[src/rtl/z80_bus_arbiter.sv]
// Shares one synchronous memory port between a tv80n CPU and a DMA requester.
// Ownership moves only through the Z80 busrq_n/busak_n handshake.
module z80_bus_arbiter #(
    parameter int HOLD_MAX = 16,
    parameter int CPU_GAP  = 8
) (
    input  logic       clk,
    input  logic       reset,
    output logic       busrq_n,
    input  logic       busak_n,
    input  logic [9:0] cpu_addr,
    input  logic [7:0] cpu_dout,
    input  logic       cpu_mreq_n,
    input  logic       cpu_wr_n,
    input  logic       dma_req,
    input  logic       dma_stb,
    input  logic       dma_we,
    input  logic [9:0] dma_addr,
    input  logic [7:0] dma_wdata,
    output logic       dma_grant,
    output logic       dma_ack,
    output logic [7:0] dma_rdata,
    output logic       mem_we,
    output logic [9:0] mem_addr,
    output logic [7:0] mem_din,
    input  logic [7:0] mem_dout
);

    localparam int CW_RAW = $clog2(HOLD_MAX + 1);
    localparam int CW     = (CW_RAW > 4) ? CW_RAW : 4;
    localparam int GW_RAW = $clog2(CPU_GAP + 1);
    localparam int GW     = (GW_RAW > 1) ? GW_RAW : 1;

    localparam logic [CW-1:0] HOLD_LAST = CW'(HOLD_MAX - 1);
    localparam logic [GW-1:0] GAP_SAT   = GW'(CPU_GAP);

    typedef enum logic [1:0] {
        CPU_OWN,
        REQUEST,
        DMA_OWN,
        RELEASE
    } state_t;

    state_t        state;
    logic [CW-1:0] strb_cnt;
    logic [GW-1:0] gap_cnt;
    logic          accept;
    logic          gap_done;
    logic          cpu_write;

    // A strobe is only honoured while the CPU still has the bus floated.
    assign accept    = (state == DMA_OWN) && dma_stb && !busak_n;
    assign gap_done  = (gap_cnt >= GAP_SAT);
    assign cpu_write = !cpu_wr_n && !cpu_mreq_n;

    always_ff @(posedge clk) begin
        if (reset) begin
            state     <= CPU_OWN;
            busrq_n   <= 1'b1;
            dma_grant <= 1'b0;
            dma_ack   <= 1'b0;
            strb_cnt  <= '0;
            gap_cnt   <= GAP_SAT;
        end else begin
            dma_ack <= accept;
            case (state)
                CPU_OWN: begin
                    if (dma_req && gap_done) begin
                        state   <= REQUEST;
                        busrq_n <= 1'b0;
                        gap_cnt <= '0;
                    end else if (!gap_done) begin
                        gap_cnt <= gap_cnt + GW'(1);
                    end
                end
                REQUEST: begin
                    if (!dma_req) begin
                        state   <= CPU_OWN;
                        busrq_n <= 1'b1;
                    end else if (!busak_n) begin
                        state     <= DMA_OWN;
                        dma_grant <= 1'b1;
                        strb_cnt  <= '0;
                    end
                end
                DMA_OWN: begin
                    strb_cnt <= strb_cnt + CW'(accept);
                    // CPU reclaiming the bus, hold limit reached, or requester done.
                    if (busak_n || (accept && (strb_cnt == HOLD_LAST)) ||
                        (!dma_req && !dma_stb)) begin
                        state     <= RELEASE;
                        dma_grant <= 1'b0;
                        busrq_n   <= 1'b1;
                    end
                end
                RELEASE: begin
                    if (busak_n) begin
                        state <= CPU_OWN;
                    end
                end
                default: begin
                    state     <= CPU_OWN;
                    busrq_n   <= 1'b1;
                    dma_grant <= 1'b0;
                end
            endcase
        end
    end

    always_comb begin
        mem_addr = cpu_addr;
        mem_din  = cpu_dout;
        mem_we   = 1'b0;
        case (state)
            CPU_OWN, REQUEST: mem_we = cpu_write;
            DMA_OWN: begin
                mem_addr = dma_addr;
                mem_din  = dma_wdata;
                mem_we   = accept && dma_we;
            end
            default: mem_we = 1'b0;
        endcase
    end

    // Memory read data arrives the cycle after the strobe, aligned with the ack.
    assign dma_rdata = dma_ack ? mem_dout : 8'h00;

endmodule

[config.mk]
export PLATFORM = sky130hd
export DESIGN_NAME = z80_bus_arbiter
export DESIGN_NICKNAME = d
export VERILOG_FILES = /design/src/rtl/z80_bus_arbiter.sv
export SDC_FILE = /design/constraint.sdc
export NUM_CORES = 1
export LEC_CHECK = 0
export BUFFER_PORTS_ARGS = -buffer_cell sky130_fd_sc_hd__clkbuf_2
export CAP_MARGIN = 30
export CORE_UTILIZATION = 36
export DETAILED_ROUTE_END_ITERATION = 8
export GPL_TIMING_DRIVEN = 0
export PLACE_DENSITY = 0.77
export SETUP_SLACK_MARGIN = 0.3
export SLEW_MARGIN = 25
export SYNTH_ARGS = -nofsm -noshare
export SYNTH_HDL_FRONTEND = slang
export SYNTH_SLANG_ARGS = --single-unit
[constraint.sdc]
create_clock -name clk -period 1.7 [get_ports clk]
set_clock_uncertainty 0.05 [all_clocks]
set_input_delay 0.425 -clock clk [delete_from_list [all_inputs] [get_ports clk]]
set_output_delay 0.425 -clock clk [all_outputs]
set_load 0.02 [all_outputs]
==> results of run 1 <==
[per-stage QoR]
step	std cells	util
floorplan	123	-
global placement	235	0.616
detailed placement	235	0.616
CTS	249	0.744
global route	253	0.814
finish	253	0.814
[power by group through the flow]
stage / sequential [mW] / combinational, mW / clock [mW]
floorplan: 0.386 / 0.230 / 0
global placement: 0.378 / 0.353 / 0
detailed placement: 0.380 / 0.363 / 0
CTS: 0.370 / 0.443 / 0.206
global route: 0.373 / 0.559 / 0.217
finish: 0.370 / 0.528 / 0.205
[registers in the layout, summed over array words and instances (netlist names), named ones only]
register   count
dma_ack        1
state          1
busrq_n        1
gap_cnt        4
dma_grant      1
strb_cnt       5
[logic make-up after synthesis]
family,Yosys count
AND/OR/NAND/NOR,44
multiplexers,21
adder cells (fa/ha/maj),8
AO/OA/AOI/OAI,23
XOR/XNOR,2
buffers and inverters,11
flip-flops,14
[cells in the mapped netlist, drive strengths merged]
master / n
a311oi: 1
o2111ai: 1
a2111oi: 1
xor2: 2
nand3: 1
o21ai: 4
nor4: 1
and3b: 1
mux2: 19
and4b: 1
o31ai: 1
a21oi: 6
and2: 9
nand2b: 1
nor3b: 1
a32oi: 1
o211ai: 2
a211oi: 1
a31oi: 1
o21bai: 1
dfxtp: 14
a41oi: 1
or2: 2
and2b: 1
nor3: 4
ha: 8
clkbuf: 3
inv: 6
buf: 2
or3: 1
a22oi: 1
or4: 1
mux2i: 2
a21boi: 1
nand2: 4
nor2: 16
[final cells by class]
cell class,count,area [um^2]
fill,152,520
multi-input combinational,98,1040
timing repair buffer,95,773
clock buffer,4,26.3
inverter,6,27.5
buffer,5,83.8
sequential,14,292
tap,31,38.8
[per-layer routing]
metal | share of wire | vias to the layer above | wire length (um) | track usage
met5 | 0 | - | 0 | 0
met4 | 0.045 | 0 | 208 | 0.0906
met3 | 0.065 | 20 | 301 | 0.0438
met2 | 0.54 | 74 | 2500 | 0.507
met1 | 0.35 | 646 | 1610 | 0.246
li1 | - | 636 | - | -
[worst max path at each step]
stage                        start          end  cells after the start
after detailed placement  state[0]  mem_addr[8]                      6
final                     state[0]   mem_din[5]                      6
after CTS                 state[0]   mem_din[3]                      6
after global routing      state[0]       mem_we                      8
after global placement    state[0]  mem_addr[3]                      6
after floorplan           state[0]  mem_addr[0]                      5
[timing repair]
item                                   in CTS  in global routing
gates cloned                                0                  1
endpoints found under the hold margin       0                  0
gates resized for setup                    65                 69
setup endpoints to repair                  38                 41
setup buffers                              10                  3
pin swaps                                   8                 11
==> flow_summary_export.csv, run 1 <==
group,metric,value,unit
run_status,run_status,"finished with violations",
run_status,failed_checks,"DRC, setup timing",
synthesis,synth_cell_type_count,37,
sta,rsz0062_at_grt,"yes",
run,maximum_capacitance_violations,0,
die,std_cell_rows,19,
worst_setup_path,criticalPathCategory,"flop to output port",
die,floorplan.initialDensity,0.386,
synthesis,synth_warnings,0,
synthesis,synth_top_family_by_area,"simple AND/OR/NAND/NOR gates",
final_layout,layout_commonest_cell,"sky130_fd_sc_hd__clkbuf_2",
die,floorplan.io_pins,82,
worst_setup_path,cp_top_family,"buffers and inverters",
synthesis,yosysTopAreaCell,"sky130_fd_sc_hd__dfxtp_1",
worst_hold_path,timing.hold.worst_endpoint,"gap_cnt[3]",
sta,final_period_minus_worst_setup_slack,2.07,ns
drt,post_route_wl,4620,um
global_route,first_global_vias,1364,
power,p_int,0.722,mW
synthesis,yosys_register_bits,14,
clock_tree,postCtsHoldBufs,0,
power,p_per_area,483,nW/um^2
clock_tree,clock_tree.htree_level_count,1,
power,power.share.clock,0.186,
power,sw_frac_of_total,0.346,
worst_setup_path,critical-path-slowest-cell,"sky130_fd_sc_hd__dfxtp_4",
placement,port-buffer-count,81,
clock_tree,clock_latency,0.29,ns
sta,hold_slack,0.385,ns
worst_setup_path,slowest_stage_delay_cp,0.37,ns
worst_setup_path,start_kind,"flop",
clock_tree,ctsRootBufferMaster,"sky130_fd_sc_hd__clkbuf_4",
placement,dp_worst_setup_slack,-0.0987,ns
placement,post-dp-hpwl,2590,um
clock_tree,cts_tree,"built",
drt,drt_pre_antenna_iters,6,
sta,worst_slew_pin_slew,0.578,ns
worst_setup_path,timing.reg2reg.setup_slack,-0.12,ns
power,overall_power_of_the_completed_layout,1.10,mW
placement,postPlaceCellArea,1730,um^2
power,power.switching,0.381,mW
sta,final-setup-viol-count,24,
final_layout,final_area,2280,um^2
sta,setup_total_negative_slack,-7.04,ns
drt,antenna_left,0,
die,die_h,56.8,um
synthesis,synth_nets,183,
worst_setup_path,critPathCaptureType,"output port",
sta,hold_viol,0,
worst_hold_path,worst_hold_path.num_cells,2,
synthesis,fraction_of_the_mapped_netlist_area_in_compound_gates,0.158,
clock_tree,path_clk_slew,0.09,ns
clock_tree,clock-sinks,14,
synthesis,syn_inst,123,
synthesis,synth-simple-area-share,0.217,
drt,wl_per_cell,18.3,um
global_route,grt_use_total,0.250,
sta,timing.final.max_slew_violations,0,
final_layout,n_antenna_cell,0,
final_layout,final_nets,283,
global_route,grt_antenna_before_repair,0,
clock_tree,cts_buffers,3,
power,p_leak,1.05,nW
die,chipWidth,56.8,um
global_route,grt_pass1_wl,6170,um
worst_setup_path,worstRegToRegCells,9,
worst_setup_path,worst_ep_required_time,1.22,ns
placement,place.gp.congestion,0.803,
synthesis,synth_top_area_frac,0.259,
worst_setup_path,critical_path.cell_chain,"inv_4 -> ha_4 -> buf_12 -> clkbuf_16 -> mux2_4 -> buf_6",
die,design.core.area,2810,um^2
global_route,largest_net_degree_at_the_start_of_global_routing,11,
worst_setup_path,worst-path-max-fanout,8,
clock_tree,clk_path_buf_depth,2,
worst_setup_path,crit-reg2reg-launch,"state[0]",
final_layout,layout-area-overhead-vs-synth,111,%
synthesis,ys_top_cells_by_area,"sky130_fd_sc_hd__dfxtp_1 26%, sky130_fd_sc_hd__mux2_2 20%, sky130_fd_sc_hd__ha_1 9.2%",
worst_hold_path,holdCritPathClass,"input port to flop",
drt,vias,1376,
drt,drt_first_iter_violations,44,
worst_setup_path,critical_path.n_buffers_inverters,4,
synthesis,synth_fa_ha_area_frac,0.0925,
synthesis,syn_area,1080,um^2
sta,max_clock_freq,0.482,GHz
sta,slew_headroom,0.614,
power,power_frac_seq,0.335,
synthesis,sequential_to_total_area_share_from_yosys_stat,0.259,
sta,min_period_over_period,1.22,
synthesis,syn-mean-instance-area,8.80,um^2
synthesis,synthXorXnorAreaFrac,0.0162,
power,combinationalPowerShare,0.478,
final_layout,post_route_cells_drive_above_1_share,0.766,
synthesis,yosys-mux-area-fraction,0.216,
final_layout,mostFrequentLayoutCells,"53 x sky130_fd_sc_hd__clkbuf_2, 19 x sky130_fd_sc_hd__buf_6, 18 x sky130_fd_sc_hd__mux2_4, 14 x sky130_fd_sc_hd__buf_8",
power,irDropWorstVdd,385,uV
global_route,grt_overflow_total,0,
worst_hold_path,min-delay-start,"reset",
die,die_area,3230,um^2
drt,via_per_inst,5.44,
sta,fin_ws,-0.374,ns
worst_setup_path,timing.critical_path.arrival,1.60,ns
drt,drcViolationCount,20,
No activity file was read; power rests on OpenSTA's default activity.
==> run 2, diff against run 1 <==
CORE_UTILIZATION = 40   (was 36)
CTS_BUF_LIST = sky130_fd_sc_hd__clkbuf_8   (was default)
PLACE_DENSITY = 0.81   (was 0.77)
clock period = 2.55 ns   (was 1.7 ns; I/O delays follow)
==> flow_summary_export.csv, run 2 (synthesized netlist as in run 1, its figures left out) <==
group,metric,value,unit
drt,wl_per_cell,17.3,um
sta,final_period_minus_worst_setup_slack,2.29,ns
power,power_frac_seq,0.318,
power,power.switching,0.251,mW
sta,fin_ws,0.261,ns
die,chipWidth,54.0,um
power,power.share.clock,0.289,
final_layout,final_nets,279,
global_route,grt_antenna_before_repair,0,
drt,post_route_wl,4290,um
worst_setup_path,timing.critical_path.arrival,1.60,ns
final_layout,filler_cell_count,178,
worst_setup_path,critPathCaptureType,"output port",
sta,setup_total_negative_slack,0,ns
drt,drt_first_iter_violations,36,
drt,drcViolationCount,0,
power,irDropWorstVdd,391,uV
sta,hold_slack,0.429,ns
worst_setup_path,critical_path.n_buffers_inverters,4,
global_route,largest_net_degree_at_the_start_of_global_routing,11,
global_route,grt.busiest_layer,"met2",
final_layout,post_route_cells_drive_above_1_share,0.610,
final_layout,largest_registers,"strb_cnt (5), gap_cnt (4)",
placement,place.gp.congestion,0.785,
power,p_int,0.528,mW
die,die_area,2920,um^2
sta,timing.final.max_slew_violations,0,
sta,rsz0062_at_grt,"yes",
sta,final-setup-viol-count,0,
final_layout,n_antenna_cell,0,
global_route,gr-usage-met3,0.0254,
sta,max_clock_freq,0.437,GHz
clock_tree,cts_tree,"built",
drt,antenna_left,0,
global_route,gr-usage-met2,0.397,
worst_setup_path,cp_top_family,"buffers and inverters",
final_layout,registers.top_by_ff_count,"strb_cnt",
clock_tree,cts_buffers,3,
drt,via_per_inst,5.45,
placement,post-dp-hpwl,2410,um
global_route,grt_pass1_wl,4720,um
global_route,grt_use_met1,0.278,
global_route,first_global_vias,1119,
worst_setup_path,worst-path-max-fanout,6,
final_layout,mostFrequentLayoutCells,"63 x sky130_fd_sc_hd__clkbuf_2, 16 x sky130_fd_sc_hd__buf_6, 15 x sky130_fd_sc_hd__nor2_1, 12 x sky130_fd_sc_hd__dfxtp_1",
placement,dp_worst_setup_slack,0.116,ns
sta,min_period_over_period,0.898,
power,overall_power_of_the_completed_layout,0.779,mW
power,combinationalPowerShare,0.394,
clock_tree,postCtsHoldBufs,0,
drt,vias,1352,
final_layout,layout-area-overhead-vs-synth,77.3,%
die,die_h,54.0,um
power,sw_frac_of_total,0.322,
sta,slew_headroom,0.687,
worst_hold_path,holdCritPathClass,"flop to flop",
worst_setup_path,critical_path.cell_chain,"inv_4 -> ha_4 -> buf_8 -> clkbuf_16 -> mux2_2 -> buf_6",
global_route,grt_overflow_total,0,
clock_tree,path_clk_slew,0.06,ns
final_layout,max_ffs_per_register,5,
final_layout,final_core_utilization,0.761,
global_route,grt_use_total,0.219,
clock_tree,clock_latency,0.25,ns
die,std_cell_rows,18,
clock_tree,clock_tree.htree_level_count,1,
worst_setup_path,worst_ep_required_time,1.86,ns
worst_setup_path,start_kind,"flop",
sta,hold_viol,0,
power,p_leak,0.949,nW
clock_tree,clock-sinks,14,
worst_setup_path,criticalPathCategory,"flop to output port",
sta,worst_slew_pin_slew,0.470,ns
die,floorplan.io_pins,82,
worst_setup_path,slowest_stage_delay_cp,0.36,ns
clock_tree,ctsRootBufferMaster,"sky130_fd_sc_hd__clkbuf_8",
run,maximum_capacitance_violations,0,
clock_tree,clk_path_buf_depth,2,
placement,port-buffer-count,81,
power,p_per_area,406,nW/um^2
drt,drt_pre_antenna_iters,4,
worst_setup_path,critical-path-slowest-cell,"sky130_fd_sc_hd__dfxtp_4",
final_layout,layout_commonest_cell,"sky130_fd_sc_hd__clkbuf_2",
die,floorplan.initialDensity,0.429,
run_status,run_status,"finished clean",
die,design.core.area,2520,um^2
==> run 2: cell types whose count changed in the layout (fill, tap and decap cells not counted), moves of 8 or more <==
cell | before | now
sky130_fd_sc_hd__clkbuf_2 | 53 | 63
sky130_fd_sc_hd__and2_1 | 0 | 8
sky130_fd_sc_hd__and2_4 | 8 | 0
sky130_fd_sc_hd__mux2_4 | 18 | 9
sky130_fd_sc_hd__buf_8 | 14 | 4
sky130_fd_sc_hd__mux2_2 | 1 | 10
==> run 2: metal layers <==
layer | up-vias | routed length [um] | share of wire
met2 | 60 | 2270 | 0.53
met5 | - | 0 | 0
met4 | 0 | 194 | 0.045
met1 | 641 | 1610 | 0.38
li1 | 630 | - | -
met3 | 21 | 215 | 0.050
==> run 2: cell type report <==
type / count / area [um^2] / area share
Buffer: 5 / 70.1 / 0.0365
Timing Repair Buffer: 91 / 614 / 0.320
Inverter: 6 / 27.5 / 0.0143
Sequential cell: 14 / 288 / 0.150
Tap cell: 30 / 37.5 / 0.0196
Clock buffer: 4 / 55.1 / 0.0287
Multi-Input combinational cell: 98 / 827 / 0.431
==> run 2: power groups by stage <==
stage | clock network, mW | logic [mW] | registers, mW
after floorplan | 0 | 0.123 | 0.253
after global placement | 0 | 0.204 | 0.249
after detailed placement | 0 | 0.208 | 0.249
after CTS | 0.220 | 0.237 | 0.244
after global routing | 0.232 | 0.327 | 0.249
final | 0.225 | 0.307 | 0.247
==> run 2: metrics by stage <==
stage          cells  area [um^2]
6_report         248         1920
5_1_grt          248         1920
3_3_place_gp     234         1530
3_5_place_dp     234         1530
2_1_floorplan    123         1080
4_1_cts          244         1710
==> run 2: worst paths after layout <==
path / start / end / slack (ns) / cells past startpoint
max: state[0] / mem_addr[5] / 0.26 / 6
min: strb_cnt[0] / strb_cnt[0] / 0.43 / 2
max reg2reg: state[0] / strb_cnt[4] / 0.76 / 10
min reg2reg: strb_cnt[0] / strb_cnt[0] / 0.43 / 2
==> run 2: timing repair <==
action                                  4_1_cts  5_1_grt
endpoints found under the setup margin       18       18
buffers inserted                              6        3
pin swaps                                     0        3
resized for setup                            25       65
cloned                                        0        1
==> run 2: tightest hold or removal path, delay by kind of cell, from the launching register on <==
kind	cells	cell delay [ns]
DFF	1	0.33
and+or+nand+nor	1	0.06
AOI/OAI and AO/OA	1	0.05
